--- config.mk ---
export PLATFORM = sky130hd
export DESIGN_NAME = stdp_weight_loader
export DESIGN_NICKNAME = d
export VERILOG_FILES = /design/src/rtl/stdp_pkg.sv /design/src/rtl/stdp_weight_loader_timeout_ctr.sv /design/src/rtl/stdp_weight_loader.sv
export SDC_FILE = /design/constraint.sdc
export NUM_CORES = 1
export LEC_CHECK = 0
export BUFFER_PORTS_ARGS = -buffer_cell sky130_fd_sc_hd__buf_2
export CAP_MARGIN = 0
export CORE_MARGIN = 10
export CORE_UTILIZATION = 55
export DETAILED_ROUTE_END_ITERATION = 10
export GPL_TIMING_DRIVEN = 0
export PLACE_DENSITY = 0.78
export SETUP_SLACK_MARGIN = 0.3
export SLEW_MARGIN = 0
export SYNTH_ARGS = -nofsm -noshare
export SYNTH_HDL_FRONTEND = slang
export SYNTH_HIERARCHICAL = 1
export SYNTH_SLANG_ARGS = --single-unit
--- constraint.sdc ---
create_clock -name clk -period 3 [get_ports clk]
set_input_delay 0.6 -clock clk [delete_from_list [all_inputs] [get_ports clk]]
set_output_delay 0.6 -clock clk [all_outputs]
set_load 0.02 [all_outputs]
--- src/rtl/stdp_pkg.sv ---
// Shared types and constants for the STDP weight loader: FSM states,
// error codes and weight-word geometry.
package stdp_pkg;

    localparam int W_BITS    = 4;
    localparam int N_PRE     = 4;
    localparam int WORD_BITS = W_BITS * N_PRE;

    localparam logic [1:0] ERR_CSUM    = 2'b01;
    localparam logic [1:0] ERR_TIMEOUT = 2'b10;

    typedef enum logic [2:0] {
        IDLE   = 3'd0,
        HI     = 3'd1,
        LO     = 3'd2,
        CSUM   = 3'd3,
        COMMIT = 3'd4
    } state_e;

    function automatic logic [7:0] frame_csum(input logic [7:0] hi, input logic [7:0] lo);
        return hi ^ lo;
    endfunction

endpackage

--- src/rtl/stdp_weight_loader_timeout_ctr.sv ---
// Inter-byte idle counter. expired fires in the cycle whose edge would
// take the count to TIMEOUT, so a byte arriving in that same cycle wins.
module timeout_ctr #(
    parameter int unsigned TIMEOUT = 255
) (
    input  logic clk,
    input  logic rst,
    input  logic clear,
    input  logic enable,
    output logic expired
);

    localparam logic [7:0] LAST = 8'(TIMEOUT - 1);

    logic [7:0] cnt_q;
    logic [7:0] cnt_d;

    assign expired = enable && !clear && (cnt_q == LAST);

    always_comb begin
        cnt_d = cnt_q;
        if (clear || expired) begin
            cnt_d = 8'd0;
        end else if (enable) begin
            cnt_d = cnt_q + 8'd1;
        end
    end

    always_ff @(posedge clk) begin
        if (rst) begin
            cnt_q <= 8'd0;
        end else begin
            cnt_q <= cnt_d;
        end
    end

endmodule

--- src/rtl/stdp_weight_loader.sv ---
// Byte-serial weight writer: parses HDR/D_HI/D_LO/CSUM frames and commits
// the 16-bit packed synapse weight word, holding STDP off mid-frame.
module stdp_weight_loader
    import stdp_pkg::*;
#(
    parameter logic [7:0]           HDR_BYTE     = 8'hA5,
    parameter int unsigned          TIMEOUT      = 255,
    parameter logic [WORD_BITS-1:0] RESET_WEIGHT = 16'h8888
) (
    input  logic                 clk,
    input  logic                 rst,
    input  logic [7:0]           in_data,
    input  logic                 in_valid,
    output logic                 in_ready,
    output logic [WORD_BITS-1:0] weight,
    output logic                 stdp_hold,
    output logic                 load_done,
    output logic                 load_err,
    output logic [1:0]           err_code,
    output logic [7:0]           drop_cnt
);

    state_e               state_q, state_d;
    logic [7:0]           shadow_hi_q, shadow_hi_d;
    logic [7:0]           shadow_lo_q, shadow_lo_d;
    logic [WORD_BITS-1:0] weight_q, weight_d;
    logic                 load_done_q, load_done_d;
    logic                 load_err_q, load_err_d;
    logic [1:0]           err_code_q, err_code_d;
    logic [7:0]           drop_cnt_q, drop_cnt_d;

    logic accept;
    logic in_frame;
    logic tmo_expired;

    assign in_ready  = !rst && (state_q != COMMIT);
    assign accept    = in_valid && in_ready;
    assign in_frame  = (state_q == HI) || (state_q == LO) || (state_q == CSUM);
    assign stdp_hold = (state_q != IDLE);

    timeout_ctr #(
        .TIMEOUT (TIMEOUT)
    ) u_timeout_ctr (
        .clk     (clk),
        .rst     (rst),
        .clear   (accept || !in_frame),
        .enable  (in_frame && !accept),
        .expired (tmo_expired)
    );

    // Weight and pulses are registered on the checksum edge so that they
    // are visible during the single COMMIT cycle.
    always_comb begin
        state_d     = state_q;
        shadow_hi_d = shadow_hi_q;
        shadow_lo_d = shadow_lo_q;
        weight_d    = weight_q;
        load_done_d = 1'b0;
        load_err_d  = 1'b0;
        err_code_d  = err_code_q;
        drop_cnt_d  = drop_cnt_q;

        case (state_q)
            IDLE: begin
                if (accept) begin
                    if (in_data == HDR_BYTE) begin
                        state_d = HI;
                    end else if (drop_cnt_q != 8'hFF) begin
                        drop_cnt_d = drop_cnt_q + 8'd1;
                    end
                end
            end
            HI: begin
                if (accept) begin
                    shadow_hi_d = in_data;
                    state_d     = LO;
                end
            end
            LO: begin
                if (accept) begin
                    shadow_lo_d = in_data;
                    state_d     = CSUM;
                end
            end
            CSUM: begin
                if (accept) begin
                    state_d = COMMIT;
                    if (in_data == frame_csum(shadow_hi_q, shadow_lo_q)) begin
                        weight_d    = {shadow_hi_q, shadow_lo_q};
                        load_done_d = 1'b1;
                    end else begin
                        load_err_d = 1'b1;
                        err_code_d = ERR_CSUM;
                    end
                end
            end
            COMMIT: begin
                state_d = IDLE;
            end
            default: begin
                state_d = IDLE;
            end
        endcase

        // tmo_expired is only ever set in HI/LO/CSUM with no byte accepted.
        if (tmo_expired) begin
            state_d    = IDLE;
            load_err_d = 1'b1;
            err_code_d = ERR_TIMEOUT;
        end
    end

    always_ff @(posedge clk) begin
        if (rst) begin
            state_q     <= IDLE;
            shadow_hi_q <= 8'd0;
            shadow_lo_q <= 8'd0;
            weight_q    <= RESET_WEIGHT;
            load_done_q <= 1'b0;
            load_err_q  <= 1'b0;
            err_code_q  <= 2'b00;
            drop_cnt_q  <= 8'd0;
        end else begin
            state_q     <= state_d;
            shadow_hi_q <= shadow_hi_d;
            shadow_lo_q <= shadow_lo_d;
            weight_q    <= weight_d;
            load_done_q <= load_done_d;
            load_err_q  <= load_err_d;
            err_code_q  <= err_code_d;
            drop_cnt_q  <= drop_cnt_d;
        end
    end

    assign weight    = weight_q;
    assign load_done = load_done_q;
    assign load_err  = load_err_q;
    assign err_code  = err_code_q;
    assign drop_cnt  = drop_cnt_q;

endmodule

Yosys cells after proc, flatten, opt, wreduce, memory -nomap -nowiden:

Index checks and enable logic that the tools add are counted.
W data, S select, Z words.

* order comparisons: 0
* $add $sub $neg: 2
* bitwise gates (word level): 5
* reduce and logical (&&, ||, !) cells: 27
* divide/modulo/power cells: 0
* muxes and demuxes: 15
* equal/unequal tests: 14
* shift-type cells: 0
* $mul: 0

Operators with widths (number)
* $add A8 B1 Y8 const B: 2
* $eq A8 B8 Y1 const B: 2
* $mux W3: 5
* $pmux W3 S4: 1
* $ne A2 B2 Y1 const B: 5
* $reduce_and A3 Y1: 3
* $eq A8 B8 Y1: 1
* $mux W2: 4
* $ne A8 B8 Y1 const B: 1
* $xor A8 B8 Y8: 1
* $eq A3 B2 Y1 const B: 2
* $logic_and A1 B1 Y1: 5
* $mux W1: 5
* $reduce_and A5 Y1: 1
* $logic_not A1 Y1: 4
* $logic_or A1 B1 Y1: 4
* $not A1 Y1: 4
* $reduce_and A2 Y1: 2
* $reduce_and A4 Y1: 1
* $reduce_bool A2 Y1: 2
* $reduce_or A2 Y1: 2
* $eq A3 B1 Y1 const B: 1
* $logic_not A3 Y1: 1
* $ne A3 B3 Y1 const B: 1
* 3 further kinds: 3

* bits in read-only memories: 0
* bits of input ports: 11
* latch bits: 0
* register bits after elaboration: 55
* output and inout bits: 30
* memories: 0
* memory bits (writable): 0

Longest topological paths before layout:

* word-level depth: 10
* depth in mapped cells: 10
* depth with buffers taken out: 9

Modules after synthesis:

The synthesis kept the hierarchy.

By module, submodules not included
* stdp_weight_loader: cells each 202, instances 1, area each 2034.5 um^2
* timeout_ctr: cells each 44, instances 1, area each 392.9 um^2

Worst setup path before layout:

OpenSTA, ideal clock, no wires.

* kind: input to register
* start point: in rst
* end point: reg err_code_q[0], in the netlist err_code[0]
* path slack: 0.774 ns
* stages: 9
* arrival: 2.098 ns
* path through: clkbuf_1 a211oi_1 or3_1 inv_1 buf_2 nand3_1 nor3_1 nor2_1 a21boi_0

* cells in the longest elaborated chain, start to end: 8
* elaborated cells between the ends (all ways): 11
* those cells by class: reduce/logical: 11

RTL lines
* start, declared: line stdp_weight_loader.sv:11 `input logic rst,`
* $logic_not A1 Y1 *: line stdp_weight_loader.sv:36 `assign in_ready = !rst && (state_q != COMMIT);`
* $logic_and A1 B1 Y1 *: line stdp_weight_loader.sv:36
* $logic_and A1 B1 Y1 *: line stdp_weight_loader.sv:37 `assign accept = in_valid && in_ready;`
* $logic_not A1 Y1 / $logic_or A1 B1 Y1 (equally long branches): line stdp_weight_loader.sv:47, stdp_weight_loader.sv:46
* $logic_and A1 B1 Y1 / $logic_not A1 Y1 (equally long branches): line stdp_weight_loader.sv:47, stdp_weight_loader_timeout_ctr.sv:18
* $logic_and A1 B1 Y1 * (2 in a row): line stdp_weight_loader_timeout_ctr.sv:18 `assign expired = enable && !clear && (cnt_q == LAST);`
* via tmo_expired: line stdp_weight_loader.sv:34 `logic tmo_expired;`
* $reduce_or A2 Y1 (no line) *
* end signal, assigned: line stdp_weight_loader.sv:130 `err_code_q <= err_code_d;`
* end, declared: line stdp_weight_loader.sv:29 `logic [1:0] err_code_q, err_code_d;`

Mark *: on every way through the listed nets, which the timed path passes. The rest lies on a longest branch.
A chain may end at the register's enable or synchronous reset.

Final worst setup path:

Ends and elaborated chain as after synthesis.

==> results.yml <==
status:
  status: "finished, final reports clean"
clocking:
  post_cts_buffers: 0
  clk_path_buf_depth: 2
  clk_latency_ps: 310
  cts_buffers: 5
  tritoncts: "yes"
  clk_pin_slew_ps: 90
  cts.sinks: 55
  cts_resized: 0
  root_buffer: "clkbuf_8"
  htree_levels: 2
  cts_hold_buf: 0
synthesis:
  synth_cell_types: 36
  synth.most_common_cell: "dfxtp_1"
  synthFlopType: "dfxtp_1"
  synth_nets: 260
  synthAdderAreaFrac_pct: 1.55
  synth_top_cells_by_count: "55 x dfxtp_1, 45 x nor2_1, 29 x mux2i_1, 13 x a21oi_1, 9 x nand2_1"
  async_reset_ff_share_pct: 0
  synth_compound_area_share_pct: 7.58
  seq_area_frac_synth_pct: 45.4
  synth_area_leaders: "dfxtp_1 45%, mux2i_1 12%, xnor3_1 7.4%"
  synthXorXnorAreaFrac_pct: 10.3
  yosysTopAreaCell: "dfxtp_1"
  synthMuxAreaShare_pct: 12.4
  postSynthAreaPerCell_sq_um: 9.87
  synth_enable_flop_cells: 0
  yosys_warnings: 6
  synthCells: 246
  synth_top_family_by_area: "simple AND/OR/NAND/NOR gates"
  yosys.area_share.simple_pct: 19.5
  synth_top_area_share_pct: 45.4
  syn_area_sq_um: 2430
  ys_ff_latch: 55
drt:
  ant_nets: 0
  num_vias: 1919
  wirelength_microns: 5250
  viasPerCell: 5.55
  dr.first_iter.drc_count: 87
  drt-wirelength-per-cell_microns: 15.2
  first_pass_iters: 4
  route.detailed.drc: 0
global_routing:
  grt_pass1_wl_microns: 8890
  antenna_found_initial: 0
  grt_overflow_total: 0
  grt_start_max_net_pins: 18
  grtUsageTotal_pct: 14.3
  grt_pass1_vias: 1894
sta:
  slew_headroom_pct: 39.5
  final.period_utilization_pct: 82.5
  drv_slew: 0
  finalClockSkew_ps: 9.41
  final-setup-viol-count: 0
  hold_viol: 0
  setup_tns_ps: 0
  fin_ws_ps: 526
  tightestPinTransition_ps: 902
  fin_crit_ps: 2470
  rsz0062_at_grt: "no"
  holdWs_ps: 487
  fmax_ghz: 0.404
final_layout:
  syn_to_final_growth_pct: 14.5
  antennaDiodeCount: 0
  nets: 307
  fillers: 379
  post-route-cell-area_sq_um: 2780
  instances_no_fill: 346
  final_layout_size_suffix_gt1_share_pct: 20.1
die:
  num_rows: 24
  die-area_sq_um: 7470
  fp.coreArea_sq_um: 4320
  die_w_microns: 86.4
  pin_count: 41
  initial_utilization_pct: 56.1
  dieHeight_microns: 86.4
worst_hold_path:
  hold_path_depth: 2
  hold_class: "register to register"
setup_path:
  critPathKind: "input port to register"
  startpoint_type: "input port"
  reg2reg_depth: 9
  cp.arrival_ps: 2660
  crit_required_ps: 3190
  end_kind: "register"
  worstPathMaxFanout: 8
placed_design:
  dp.cells: 338
  port_buffers: 40
  dp_worst_setup_slack_ps: 278
  gp_congestion: 0.786
  place_area_sq_um: 2690
  dp_hpwl_microns: 3810
power_and_ir_drop:
  cellLeakagePower_nw: 1.06
  ir_drop_mv: 0.179
  power_density_nw_per_um2: 429
run:
  drv_cap: 0
where the power goes:
part           switching, mW  internal [mW]  total [mW]
clock                  0.241          0.165       0.406
combinational         0.0349         0.0193      0.0542
sequential           0.00203          0.731       0.733
cells by family (layout without fill, tap and decap cells):
logic type / count (synthesis) / after routing
AOI/OAI and AO/OA: 28 / 28
buffers and inverters: 18 / 66
adders and majority gates: 3 / 3
xor gates and xnor gates: 16 / 16
muxes: 30 / 30
and+or+nand+nor: 96 / 96
DFF: 55 / 55
state kept, by name (all words and copies together), names as in the netlist:
register,cells
state_q,3
weight,16
shadow_hi_q,8
load_done,1
drop_cnt,8
err_code,2
load_err,1
shadow_lo_q,8
u_timeout_ctr/cnt_q,8
metrics by stage:
step           utilization [%]  power, mW
6_report                  64.3       1.19
3_5_place_dp              62.3      0.804
4_1_cts                   64.3       1.21
2_1_floorplan                -      0.781
3_3_place_gp              62.3      0.804
5_1_grt                   64.3       1.24
cell usage in the layout (no fill, tap or decap), types with 5 or more instances in the layout:
cell / instances
a21oi_1: 13
nand2_1: 9
or3_1: 5
inv_1: 6
clkbuf_1: 7
nand3_1: 6
nor3_1: 8
xnor3_1: 8
mux2i_1: 29
dfxtp_1: 55
nor2_1: 45
nand4_1: 6
buf_2: 44
clkbuf_8: 5
routing by layer:
metal | vias up | routed length, microns | track usage [%]
met5 | - | 0 | 0
met4 | 0 | 61 | 4.86
met3 | 6 | 304 | 4.88
met2 | 40 | 2530 | 23.8
met1 | 912 | 2350 | 16.9
li1 | 961 | - | -
worst max-delay path, cell delays in order:
cell and delay, ps:
buf_2 110, clkbuf_1 280, a211oi_1 90, or3_1 380
inv_1 70, buf_2 180, nand3_1 150, nor3_1 500
nor2_1 150, a21boi_0 160
cell type report:
type	count	area, sq um	area share, %
Inverter	6	22.5	0.810
Buffer	12	57.6	2.07
Clock inverter	3	18.8	0.675
Tap cell	52	65.1	2.34
Clock buffer	5	68.8	2.48
Sequential cell	55	1100	39.6
Multi-Input combinational cell	173	1250	44.8
Timing Repair Buffer	40	200	7.20
path summary, 6_finish.rpt:
| path | start | endpoint | slack [ps] |
|---|---|---|---|
| worst max-delay path | rst | err_code[0] | 530 |
| worst min-delay path | err_code[0] | err_code[0] | 490 |
| worst max register to register | state_q[0] | err_code[0] | 570 |
| worst min register to register | err_code[0] | err_code[0] | 490 |
(Power assumes the default switching activity.)
